`config.mk`:
```
export PLATFORM = sky130hd
export DESIGN_NAME = io_bridge_flat
export DESIGN_NICKNAME = d
export VERILOG_FILES = /design/src/rtl/bridge_pkg.sv /design/src/rtl/io_bridge_if.sv /design/src/rtl/seg7_scan.sv /design/src/rtl/io_bridge.sv /design/src/flat_wrapper.sv
export SDC_FILE = /design/constraint.sdc
export NUM_CORES = 1
export LEC_CHECK = 0
export ABC_AREA = 1
export BUFFER_PORTS_ARGS = -buffer_cell sky130_fd_sc_hd__buf_2
export CORE_MARGIN = 2
export CORE_UTILIZATION = 56
export DETAILED_ROUTE_END_ITERATION = 8
export PLACE_DENSITY = 0.92
export SLEW_MARGIN = 10
export SYNTH_ARGS = -nofsm -noshare
export SYNTH_HDL_FRONTEND = slang
export SYNTH_HIERARCHICAL = 1
export SYNTH_SLANG_ARGS = --single-unit
```
`constraint.sdc`:
```
create_clock -name cpu_clk -period 2.6 [get_ports cpu_clk]
set_input_delay 0.13 -clock cpu_clk [delete_from_list [all_inputs] [get_ports cpu_clk]]
set_output_delay 0.13 -clock cpu_clk [all_outputs]
set_load 0.05 [all_outputs]
```
`src/rtl/bridge_pkg.sv`:
```
`default_nettype none
// +------------------------------------------------------------------+
// | bridge_pkg: I/O address map and seven-segment glyph table         |
// | Rev 1.0                                                           |
// +------------------------------------------------------------------+
package bridge_pkg;

    localparam logic [31:0] IO_BASE    = 32'hFFFF_F000;
    localparam logic [31:0] ADDR_DIG   = IO_BASE + 32'h0000_0000;
    localparam logic [31:0] ADDR_TIMER = IO_BASE + 32'h0000_0020;
    localparam logic [31:0] ADDR_LED   = IO_BASE + 32'h0000_0060;
    localparam logic [31:0] ADDR_SW    = IO_BASE + 32'h0000_0070;
    localparam logic [31:0] ADDR_BTN   = IO_BASE + 32'h0000_0078;

    localparam int SEG_W = 8;

    // Active-low {DP,G..A}, DP off; entry n sits at bits [8n+7:8n].
    localparam logic [16*SEG_W-1:0] GLYPH_TABLE = {
        8'h8E, 8'h86, 8'hA1, 8'hC6, 8'h83, 8'h88, 8'h90, 8'h80,
        8'hF8, 8'h82, 8'h92, 8'h99, 8'hB0, 8'hA4, 8'hF9, 8'hC0
    };

    function automatic logic [SEG_W-1:0] hex_glyph(input logic [3:0] nib);
        return GLYPH_TABLE[int'(nib)*SEG_W +: SEG_W];
    endfunction

endpackage
`default_nettype wire

```
`src/rtl/io_bridge_if.sv`:
```
`default_nettype none
// +------------------------------------------------------------------+
// | io_bridge_if: CPU bus port (single-cycle, zero-latency reads)     |
// | Rev 1.0                                                           |
// +------------------------------------------------------------------+
interface io_bridge_if;

    logic [31:0] Bus_addr;
    logic        Bus_wen;
    logic [31:0] Bus_wdata;
    logic [31:0] Bus_rdata;

    modport master (
        output Bus_addr,
        output Bus_wen,
        output Bus_wdata,
        input  Bus_rdata
    );

    modport slave (
        input  Bus_addr,
        input  Bus_wen,
        input  Bus_wdata,
        output Bus_rdata
    );

endinterface
`default_nettype wire

```
`src/rtl/seg7_scan.sv`:
```
`default_nettype none
// +------------------------------------------------------------------+
// | seg7_scan: multiplexed 8-digit hex display driver                 |
// | Rev 1.0                                                           |
// +------------------------------------------------------------------+
module seg7_scan
    import bridge_pkg::*;
#(
    parameter int SCAN_DIV = 50000
) (
    input  wire logic             cpu_clk,
    input  wire logic             cpu_rst,
    input  wire logic [31:0]      value,
    output logic      [7:0]       dig_en,
    output logic      [SEG_W-1:0] dig_seg
);

    localparam int              CNT_W      = (SCAN_DIV > 1) ? $clog2(SCAN_DIV) : 1;
    localparam logic [CNT_W-1:0] C_CNT_LAST = CNT_W'(SCAN_DIV - 1);

    logic [CNT_W-1:0] r_cnt;
    logic [2:0]       r_idx;
    logic [3:0]       w_nib;

    always_ff @(posedge cpu_clk) begin
        if (cpu_rst) begin
            r_cnt <= '0;
            r_idx <= '0;
        end else if (r_cnt == C_CNT_LAST) begin
            r_cnt <= '0;
            r_idx <= r_idx + 3'd1;
        end else begin
            r_cnt <= r_cnt + 1'b1;
        end
    end

    // Decoded straight from the value register so a DIG write shows one edge later.
    always_comb begin
        w_nib   = value[{r_idx, 2'b00} +: 4];
        dig_en  = ~(8'd1 << r_idx);
        dig_seg = hex_glyph(w_nib);
    end

endmodule
`default_nettype wire

```
`src/rtl/io_bridge.sv`:
```
`default_nettype none
// +------------------------------------------------------------------+
// | io_bridge: CPU bus decode to data RAM and memory-mapped I/O       |
// | Optional free-running timer enabled by BRIDGE_TIMER_EN            |
// | Rev 1.0                                                           |
// +------------------------------------------------------------------+
module io_bridge
    import bridge_pkg::*;
#(
    parameter int DRAM_AW  = 16,
    parameter int SCAN_DIV = 50000,
    parameter int LED_W    = 24
) (
    input  wire logic               cpu_clk,
    input  wire logic               cpu_rst,
    io_bridge_if.slave              bus,
    output logic      [DRAM_AW-1:0] dram_addr,
    output logic                    dram_wen,
    output logic      [31:0]        dram_wdata,
    input  wire logic [31:0]        dram_rdata,
    input  wire logic [LED_W-1:0]   sw,
    input  wire logic [4:0]         button,
    output logic      [LED_W-1:0]   led,
    output logic      [7:0]         dig_en,
    output logic      [SEG_W-1:0]   dig_seg
);

    logic [LED_W-1:0] r_led;
    logic [31:0]      r_dig;
    logic [LED_W-1:0] r_sw_s1;
    logic [LED_W-1:0] r_sw_s2;
    logic [4:0]       r_btn_s1;
    logic [4:0]       r_btn_s2;

    logic             w_is_io;
    logic             w_sel_dig;
    logic             w_sel_led;
    logic             w_sel_sw;
    logic             w_sel_btn;
    logic [31:0]      w_rdata;
    logic             w_unused_lsb;

    // Byte offset within a word plays no part in decode.
    assign w_unused_lsb = ^bus.Bus_addr[1:0];

    assign w_is_io   = (bus.Bus_addr >= IO_BASE);
    assign w_sel_dig = (bus.Bus_addr[31:2] == ADDR_DIG[31:2]);
    assign w_sel_led = (bus.Bus_addr[31:2] == ADDR_LED[31:2]);
    assign w_sel_sw  = (bus.Bus_addr[31:2] == ADDR_SW[31:2]);
    assign w_sel_btn = (bus.Bus_addr[31:2] == ADDR_BTN[31:2]);

`ifdef BRIDGE_TIMER_EN
    logic [31:0] r_timer;
    logic        w_sel_timer;

    assign w_sel_timer = (bus.Bus_addr[31:2] == ADDR_TIMER[31:2]);

    // A CPU load takes priority over the free-running increment.
    always_ff @(posedge cpu_clk) begin
        if (cpu_rst) begin
            r_timer <= '0;
        end else if (bus.Bus_wen && w_sel_timer) begin
            r_timer <= bus.Bus_wdata;
        end else begin
            r_timer <= r_timer + 32'd1;
        end
    end
`endif

    always_ff @(posedge cpu_clk) begin
        if (cpu_rst) begin
            r_led    <= '0;
            r_dig    <= '0;
            r_sw_s1  <= '0;
            r_sw_s2  <= '0;
            r_btn_s1 <= '0;
            r_btn_s2 <= '0;
        end else begin
            r_sw_s1  <= sw;
            r_sw_s2  <= r_sw_s1;
            r_btn_s1 <= button;
            r_btn_s2 <= r_btn_s1;
            if (bus.Bus_wen && w_sel_dig) begin
                r_dig <= bus.Bus_wdata;
            end
            if (bus.Bus_wen && w_sel_led) begin
                r_led <= bus.Bus_wdata[LED_W-1:0];
            end
        end
    end

    always_comb begin
        w_rdata = '0;
        if (!w_is_io) begin
            w_rdata = dram_rdata;
        end else if (w_sel_dig) begin
            w_rdata = r_dig;
        end else if (w_sel_led) begin
            w_rdata[LED_W-1:0] = r_led;
        end else if (w_sel_sw) begin
            w_rdata[LED_W-1:0] = r_sw_s2;
        end else if (w_sel_btn) begin
            w_rdata[4:0] = r_btn_s2;
        end
`ifdef BRIDGE_TIMER_EN
        else if (w_sel_timer) begin
            w_rdata = r_timer;
        end
`endif
    end

    assign bus.Bus_rdata = w_rdata;
    assign dram_addr     = bus.Bus_addr[DRAM_AW+1:2];
    assign dram_wen      = bus.Bus_wen && !w_is_io;
    assign dram_wdata    = bus.Bus_wdata;
    assign led           = r_led;

    seg7_scan #(
        .SCAN_DIV (SCAN_DIV)
    ) u_scan (
        .cpu_clk (cpu_clk),
        .cpu_rst (cpu_rst),
        .value   (r_dig),
        .dig_en  (dig_en),
        .dig_seg (dig_seg)
    );

endmodule
`default_nettype wire

```
`src/flat_wrapper.sv`:
```
// flat-port wrapper written by rule: the top's interface ports become plain ports
module io_bridge_flat import bridge_pkg::*;
#(
    parameter int DRAM_AW  = 16,
    parameter int SCAN_DIV = 50000,
    parameter int LED_W    = 24
)
  (cpu_clk, cpu_rst, dram_addr, dram_wen, dram_wdata, dram_rdata, sw, button, led, dig_en, dig_seg, bus_Bus_addr, bus_Bus_wen, bus_Bus_wdata, bus_Bus_rdata);
  io_bridge_if bus_i ();
  input  wire logic cpu_clk;
  input  wire logic cpu_rst;
  output logic      [DRAM_AW-1:0] dram_addr;
  output logic dram_wen;
  output logic      [31:0] dram_wdata;
  input  wire logic [31:0] dram_rdata;
  input  wire logic [LED_W-1:0] sw;
  input  wire logic [4:0] button;
  output logic      [LED_W-1:0] led;
  output logic      [7:0] dig_en;
  output logic      [SEG_W-1:0] dig_seg;
  input wire logic [$bits(bus_i.Bus_addr)-1:0] bus_Bus_addr;
  input wire logic [$bits(bus_i.Bus_wen)-1:0] bus_Bus_wen;
  input wire logic [$bits(bus_i.Bus_wdata)-1:0] bus_Bus_wdata;
  output wire logic [$bits(bus_i.Bus_rdata)-1:0] bus_Bus_rdata;
  assign bus_i.Bus_addr = bus_Bus_addr;
  assign bus_i.Bus_wen = bus_Bus_wen;
  assign bus_i.Bus_wdata = bus_Bus_wdata;
  assign bus_Bus_rdata = bus_i.Bus_rdata;
  io_bridge #(.DRAM_AW(DRAM_AW), .SCAN_DIV(SCAN_DIV), .LED_W(LED_W)) u_core (.cpu_clk(cpu_clk), .cpu_rst(cpu_rst), .bus(bus_i), .dram_addr(dram_addr), .dram_wen(dram_wen), .dram_wdata(dram_wdata), .dram_rdata(dram_rdata), .sw(sw), .button(button), .led(led), .dig_en(dig_en), .dig_seg(dig_seg));
endmodule
```
* Word-level counts from Yosys, hierarchy flattened
Index checks and enable logic that the tools add are counted.
** Storage, ports and cells
- Bits in registers :: 133
- Input bits :: 128
- Output and inout bits :: 121
- Logic and storage cells :: 32
** Operators by class
- Add/sub/neg operators :: 2
- Order comparisons :: 1
- Equal/unequal tests :: 5
- Shift-type cells :: 3
- Muxes and demuxes :: 7
- Bitwise gates (word level) :: 1
- Reduce and logical (&&, ||, !) cells :: 5
** Operators with widths (count)
- $shiftx A128 B8 Y8 const A :: 1
- $eq A30 B30 Y1 const B :: 4
- $mux W24 :: 2
- $ge A32 B32 Y1 const B :: 1
- $mux W32 :: 1
- $shiftx A32 B6 Y4 :: 1
- $mux W19 :: 1
- $add A16 B1 Y16 const B :: 1
- $eq A16 B16 Y1 const B :: 1
- $mux W5 :: 2
- $mux W8 :: 1
- $not A8 Y8 :: 1
- $shl A1 B3 Y8 const A :: 1
- $add A3 B1 Y3 const B :: 1
- $logic_and A1 B1 Y1 :: 3
- $reduce_or A2 Y1 :: 1
- $logic_not A1 Y1 :: 1

* Depth between registers and ports, before layout
Gate-level depths: netlist of the first run.
- Depth after elaboration :: 6
- Mapped depth :: 14
- Gate-level depth less buffers :: 12

* Modules after synthesis
The synthesis of the first run kept the hierarchy.
** Modules (own cells, without submodules)
- io_bridge :: times used 1, cells each 908, area an instance 5977.0 um^2
- seg7_scan :: times used 1, cells each 285, area an instance 1761.7 um^2

* Worst setup path before layout of the first run
OpenSTA, ideal clock, no wires.
- Path type :: flip-flop to output port
- From :: register u_core.u_scan.r_idx[0]
- To :: output dig_seg[2]
- Arrival :: 1.967 ns
- Slack :: 0.503 ns
- Cell stages (with the launch flop) :: 12
- Path through :: dfxtp_1 -> buf_6 -> inv_8 -> buf_6 -> nand2_1 -> nand3_1 -> nand3_1 -> nand2_2 -> inv_1 -> ha_1 -> nand2_2 -> o21ai_1
** On the way
- Longest elaborated chain between the ends :: 2
** RTL lines
- from (decl) :: line seg7_scan.sv:22 : logic [2:0] r_idx;
- from (signal assigned) :: line seg7_scan.sv:31 : r_idx <= r_idx + 3'd1;
- $shiftx A32 B6 Y4 :: line seg7_scan.sv:39 : w_nib = value[{r_idx, 2'b00} +: 4];
- $shiftx A128 B8 Y8 :: line bridge_pkg.sv:24 : return GLYPH_TABLE[int'(nib)*SEG_W +: SEG_W];
- to (decl) :: line flat_wrapper.sv:20 : output logic [SEG_W-1:0] dig_seg;
Every way passes these cells.

* Worst setup path in the final report of the first run
- From :: register u_core.u_scan.r_idx[0]
- To :: output dig_seg[3]
Same word-level chain as after synthesis.

==> out/results.txt, run 1 <==
Sequential-to-total area share from yosys stat = 0.3441
H-Tree Depth = 4
Slew @ Worst Pin = 0.6597 ns
I/O Pins = 249
Clock Root Buffer = clkbuf_16
Finish-stage setup viols = 0
Die area = 14780 um2
R2r setup slk = 1.00 ns
Routed Antenna Nets = 0
Post-Layout Cell Count = 1594
PortBufs = 247
Core area = 13350 um2
CP Capture Type = output port
Pin count of the biggest net entering global routing = 63
Vias in the first global route = 7654
Final WL = 23.22 mm
Vias per inst = 5.046
Initial antenna violation count = 0
Maxcap violations = 0
Cells after DPL = 1531
# fillers = 1041
Cells after synthesis = 1193
Drt pass-1 iters = 6
Initial core utilization = 0.5798
GR peak layer = met2
Status = finished clean
Min Hold Slack = 0.01431 ns
Most common cell after layout, fill and taps aside = inv_1
Gpl congestion = 0.9116
Clock-pin slew on the worst setup and hold paths = 0.06 ns
# nets final = 1547
Post-synth top area share = 0.3441
Unique masters post-synth = 37
Die X = 121.6 um
Async set-reset flop share out of synthesis = 0
DRT iter0 DRCs = 521
Worst r2r dst = u_core/u_scan/r_cnt[11]$_SDFF_PP0_
Syn_nets = 1334
Max Freq = 422.5 MHz
Final Slew Violations = 0
Clock latency on the worst-skew pair = 0.42 ns
Syn Area/Cell = 6.487 um2
Min Tclk post-route = 2.367 ns
Hold Startpoint = bus_Bus_wdata[18]
Critical Path Start Type = flip-flop
Flops & latches, synth = 133
CP peak stage delay = 0.37 ns
Hold Crit Class = in -> reg
CP Max Fanout = 19
Reg2reg start = u_core/u_scan/r_cnt[0]$_SDFF_PP0_
Setup Skew = 0.007718 ns
DP Wirelength = 15.83 mm
CP max stage cell = dfxtp_4
Post-synth EDFFs = 0
Ys flop type = dfxtp_1
GRT overflow = 0
Total track usage = 0.3143
Leading area contributor after synthesis = dfxtp_1
First-pass GRT wire length = 36.51 mm
Vias = 8044
TritonCTS clock tree = yes
Row cnt = 42
FF-to-FF path depth = 10
Worst slew margin = 0.5602
Pwr dens = 543.2 nW/um2
Crit path DAT = 2.24 ns
Sequential cell area = 2668 um2
Drt drc = 0
Synth top area cells = dfxtp_1, inv_1, nand2_1
Die H = 121.6 um
Routed WL per cell = 14.57 um
Final Hold Vio Count = 0
WS Path Type = reg -> out
Share of cells above drive strength 1 = 0.2616
Global routing usage on met3 = 0.05946
CP Depth = 14
Worst vdd ir = 482.1 uV
Setup TNS = 0 ns
Worst setup endpoint = dig_seg[3]
M1 GR Usage = 0.3751
Ant. Diodes = 0
Most used cell, CP = nand2_1
Grt met2 use = 0.5569
Worst Path Required = 2.47 ns
Cell chain of the critical path = buf_12 -> inv_8 -> nand2_2 -> nand2_1 -> nand2_1 -> nand3_1 -> nand2_2 -> inv_1 -> ha_1 -> nand3_1 -> nand2_1 -> nand2_1 -> nand2_1 -> clkbuf_4
Syn. warnings = 6
Crit path buf inv count = 4
Setup bufs post-CTS = 0
Area used by multi-input combinational logic = 3401 um2
RSZ-0062 raised after global routing = no
P_leak = 4.890 nW
Most frequent cells in the layout = inv_1, buf_2, nand2_1, nor2_1, dfxtp_1
Kind of cell adding the most delay to the critical path = simple AND/OR/NAND/NOR gates
Critical Path Source = u_core/u_scan/r_idx[0]$_SDFFE_PP0N_
CTS Buffer Depth = 2
Clock sinks = 133
Area growth syn-to-layout = 23.57%
CTS Buf Count = 17
Mapped Area = 7739 um2
Fin crit share = 0.9104
sequential cells by signal, summed over array words and instances, names as in the netlist:
signal               flops
u_core/r_sw_s2          24
u_core/u_scan/r_idx      3
u_core/led              24
u_core/r_btn_s2          5
u_core/r_sw_s1          24
u_core/u_scan/r_cnt     16
u_core/r_dig            32
u_core/r_btn_s1          5
cells in the mapped netlist, types with 2 or more instances:
| master | instances |
|---|---|
| buf_4 | 51 |
| a21oi_1 | 12 |
| and2_1 | 4 |
| nand3_4 | 2 |
| clkbuf_1 | 13 |
| o21ai_1 | 7 |
| nor3b_1 | 2 |
| dfxtp_1 | 133 |
| nor2_1 | 162 |
| inv_1 | 254 |
| clkinv_1 | 2 |
| o21ai_0 | 29 |
| ha_1 | 13 |
| nand3_2 | 7 |
| nand3_1 | 94 |
| buf_2 | 16 |
| buf_6 | 12 |
| nand2_2 | 39 |
| nor2_2 | 5 |
| inv_2 | 8 |
| buf_1 | 5 |
| nand2_1 | 242 |
| nor2_4 | 8 |
| nand2_4 | 3 |
| nand4_1 | 55 |
| nor3_2 | 2 |
| nor3_1 | 3 |
final cells by class:
type	instances	share of cell area
inverters	265	0.1048
repair buffers	292	0.1751
clock buffers	19	0.04632
clock inverters	12	0.01622
flip-flops and latches	133	0.2789
well taps	176	0.02303
multi-input cells	697	0.3556
cell families after synthesis:
group | Yosys count | synth area share
other cells | 1 | 0.0004846
fa+ha+maj | 13 | 0.02102
xor+xnor | 2 | 0.002264
flops | 133 | 0.3441
buf+inv | 363 | 0.2175
simple gates | 631 | 0.3804
compound gates | 50 | 0.03428
worst register-to-register path, stage by stage (launching register included):
cell	delay [ns]
dfxtp_1	0.37
ha_1	0.20
nand2_2	0.09
nor2_4	0.15
inv_2	0.07
nor2_2	0.11
nand2_2	0.12
nand2_4	0.18
inv_2	0.09
o21ai_1	0.08
nor2_1	0.05
repair_timing:
item                                   CTS  global route
endpoints found under the hold margin   32             0
resized for setup                        0             7
hold buffers                            32             0
setup endpoints to repair                0             6
where the power goes:
| part | internal [mW] | switching [mW] |
|---|---|---|
| registers | 2.08 | 0.0177 |
| clock network | 1.53 | 0.916 |
| logic | 0.201 | 0.447 |
| total | 3.81 | 1.38 |
worst min-delay path by stage:
stage,endpoint,depth (start not counted)
after global routing,u_core/led[18]$_SDFFE_PP0P_,3
after global placement,u_core/r_sw_s1[13]$_SDFF_PP0_,3
final,u_core/led[18]$_SDFFE_PP0P_,3
after floorplan,u_core/u_scan/r_idx[0]$_SDFFE_PP0N_,1
after detailed placement,u_core/r_sw_s1[23]$_SDFF_PP0_,3
after CTS,u_core/led[19]$_SDFFE_PP0P_,3
per-stage QoR:
stage          setup WS, ns  area (um2)  utilization  power [mW]
2_1_floorplan        0.5025        7739            -       2.588
5_1_grt             0.01162        9563       0.7164       5.350
4_1_cts             0.09266        9550       0.7155       5.187
3_3_place_gp         0.5648        8632       0.6467       2.735
3_5_place_dp         0.5493        8632       0.6467       2.744
6_report             0.2330        9563       0.7164       5.195
routing by layer:
metal | up-vias | wire, um
li1 | 3956 | -
met1 | 3637 | 9489
met2 | 385 | 11370
met3 | 66 | 1673
met4 | 0 | 691
met5 | - | 0
(Power assumes the default switching activity.)
==> run 2: changes to the inputs <==
--- a/config.mk
+++ b/config.mk
@@ -8,9 +8,11 @@
 export ABC_AREA = 1
 export BUFFER_PORTS_ARGS = -buffer_cell sky130_fd_sc_hd__buf_2
 export CORE_MARGIN = 2
-export CORE_UTILIZATION = 56
+export CORE_UTILIZATION = 35
+export CTS_CLUSTER_SIZE = 10
 export DETAILED_ROUTE_END_ITERATION = 8
-export PLACE_DENSITY = 0.92
+export PLACE_DENSITY = 0.64
+export REMOVE_ABC_BUFFERS = 1
 export SLEW_MARGIN = 10
 export SYNTH_ARGS = -nofsm -noshare
 export SYNTH_HDL_FRONTEND = slang
==> out/results.txt, run 2 (synthesized netlist as in run 1, its figures left out) <==
FF-to-FF path depth = 10 (unchanged)
PortBufs = 247 (unchanged)
Max Freq = 417.7 MHz (-1.1%)
TritonCTS clock tree = yes
Area growth syn-to-layout = 27.36%
Worst slew margin = 0.3256 (-0.2346)
Pin count of the biggest net entering global routing = 57 (-9.5%)
Most common cell after layout, fill and taps aside = inv_1
CTS Buf Count = 17 (unchanged)
CTS Buffer Depth = 2 (unchanged)
Clock sinks = 133 (unchanged)
Clock latency on the worst-skew pair = 0.41 ns (about the same)
RSZ-0062 raised after global routing = no
Post-Layout Cell Count = 1714 (+7.5%)
Min Hold Slack = 0.02150 ns (+0.007186 ns)
Fin crit share = 0.9209 (+0.01051)
Gpl congestion = 0.8637 (-5.3%)
H-Tree Depth = 4 (unchanged)
Clock Root Buffer = clkbuf_16
Final WL = 22.58 mm (-2.8%)
CP Max Fanout = 19 (unchanged)
Slew @ Worst Pin = 1.010 ns (+0.3504 ns)
Drt pass-1 iters = 5 (-1)
Setup TNS = 0 ns (unchanged)
Die area = 23320 um2 (+58%)
Post-Layout Inst Area = 9856 um2 (+3.1%)
Smallest setup slack after layout = 0.2057 ns (-0.02732 ns)
Vias = 7622 (-5.2%)
Sequential cell area = 2668 um2 (unchanged)
Cell chain of the critical path = buf_12 -> inv_8 -> nand2_2 -> nand2_1 -> nand2_1 -> nand3_1 -> nand2_2 -> inv_1 -> ha_1 -> nand3_1 -> nand2_1 -> nand2_1 -> nand2_1 -> buf_2
Max reg flops = 32 (unchanged)
GRT overflow = 0 (unchanged)
Setup Skew = 0.006563 ns (-0.001155 ns)
Finish-stage setup viols = 0 (unchanged)
Final Hold Vio Count = 0 (unchanged)
P_leak = 4.950 nW (+1.2%)
I/O Pins = 249 (unchanged)
Routed WL per cell = 13.18 um (-9.6%)
Area used by multi-input combinational logic = 3401 um2 (unchanged)
DP Wirelength = 16.39 mm (+3.5%)
First-pass GRT wire length = 36.25 mm (-0.70%)
CP Capture Type = output port
Most frequent cells in the layout = inv_1, buf_2, nand2_1, nor2_1, dfxtp_1
Worst slack, placed = 0.3343 ns (-0.2151 ns)
Worst vdd ir = 420.6 uV (-13%)
Maxcap violations = 0 (unchanged)
Hold Crit Class = in -> reg
Min-Delay Path Depth = 3 (unchanged)
Routed Antenna Nets = 0 (unchanged)
Die H = 152.7 um (+26%)
Vias per inst = 4.447 (-12%)
Core area = 21760 um2 (+63%)
Reg with most FFs = u_core/r_dig
CP peak stage delay = 0.38 ns (about the same)
Area after DPL = 8810 um2 (+2.1%)
Total power = 5.105 mW (-1.7%)
Initial antenna violation count = 0 (unchanged)
# fillers = 2302 (+120%)
Ant. Diodes = 0 (unchanged)
Total track usage = 0.1937 (-0.1206)
# nets final = 1562 (+0.97%)
Worst Path Required = 2.47 ns (about the same)
Initial core utilization = 0.3557 (-0.2241)
Die X = 152.7 um (+26%)
Row cnt = 54 (+29%)
Fin util = 0.4530 (-0.2634)
Crit path DAT = 2.26 ns (+0.02 ns)
Critical Path Start Type = flip-flop
DRT iter0 DRCs = 438 (-16%)
Clock-pin slew on the worst setup and hold paths = 0.06 ns (about the same)
Status = finished clean
Vias in the first global route = 7273 (-5.0%)
WS Path Type = reg -> out
Share of cells above drive strength 1 = 0.2636 (+0.001962)
Pwr dens = 518.0 nW/um2 (-4.6%)
Drt drc = 0 (unchanged)
Cells after DPL = 1637 (+6.9%)
Final Slew Violations = 0 (unchanged)
R2r setup slk = 1.04 ns (+0.04 ns)
Most used cell, CP = nand2_1
Min Tclk post-route = 2.394 ns (+0.02732 ns)
CP max stage cell = dfxtp_4
-- run 2: cell type report --
cell class              instances  area share
clock inverters                12     0.01181
multi-input cells             697      0.3451
flip-flops and latches        133      0.2707
repair buffers                307      0.1879
inverters                     265      0.1017
clock buffers                  20     0.04735
well taps                     280     0.03555
-- run 2: layer usage --
layer,global-route usage,up-vias,wire (um)
li1,-,3982,-
met1,0.2370,3386,10000
met2,0.3417,230,11050
met3,0.03811,24,1139
met4,0.06173,0,393
met5,0,-,0
-- run 2: final timing paths --
kind                                       start                                 end
max reg2reg    u_core/u_scan/r_cnt[0]$_SDFF_PP0_  u_core/u_scan/r_cnt[11]$_SDFF_PP0_
min reg2reg        u_core/r_sw_s1[17]$_SDFF_PP0_       u_core/r_sw_s2[17]$_SDFF_PP0_
min                             bus_Bus_wdata[7]          u_core/led[7]$_SDFFE_PP0P_
max          u_core/u_scan/r_idx[0]$_SDFFE_PP0N_                          dig_seg[6]
-- run 2: worst max-delay path, delay by kind of cell, from the launching register on --
kind,cells,cell delay [ns]
and+or+nand+nor,9,0.67
adders and majority gates,1,0.19
buffers and inverters,4,0.62
DFF,1,0.38
-- run 2: power by group --
group          switching, mW  total (mW)  internal, mW
Sequential            0.0142        2.10          2.08
Clock                  0.957        2.36          1.40
Combinational          0.437       0.647         0.210
Total                   1.41        5.10          3.70
-- run 2: repair_timing --
| item | in CTS | in global routing |
|---|---|---|
| hold buffers | 43 | 0 |
| gates cloned | 0 | 0 |
| buffers inserted | 0 | 2 |
| gates resized for setup | 1 | 2 |
| pin swaps | 0 | 0 |
| hold endpoints to repair | 43 | 0 |
| endpoints found under the setup margin | 5 | 7 |
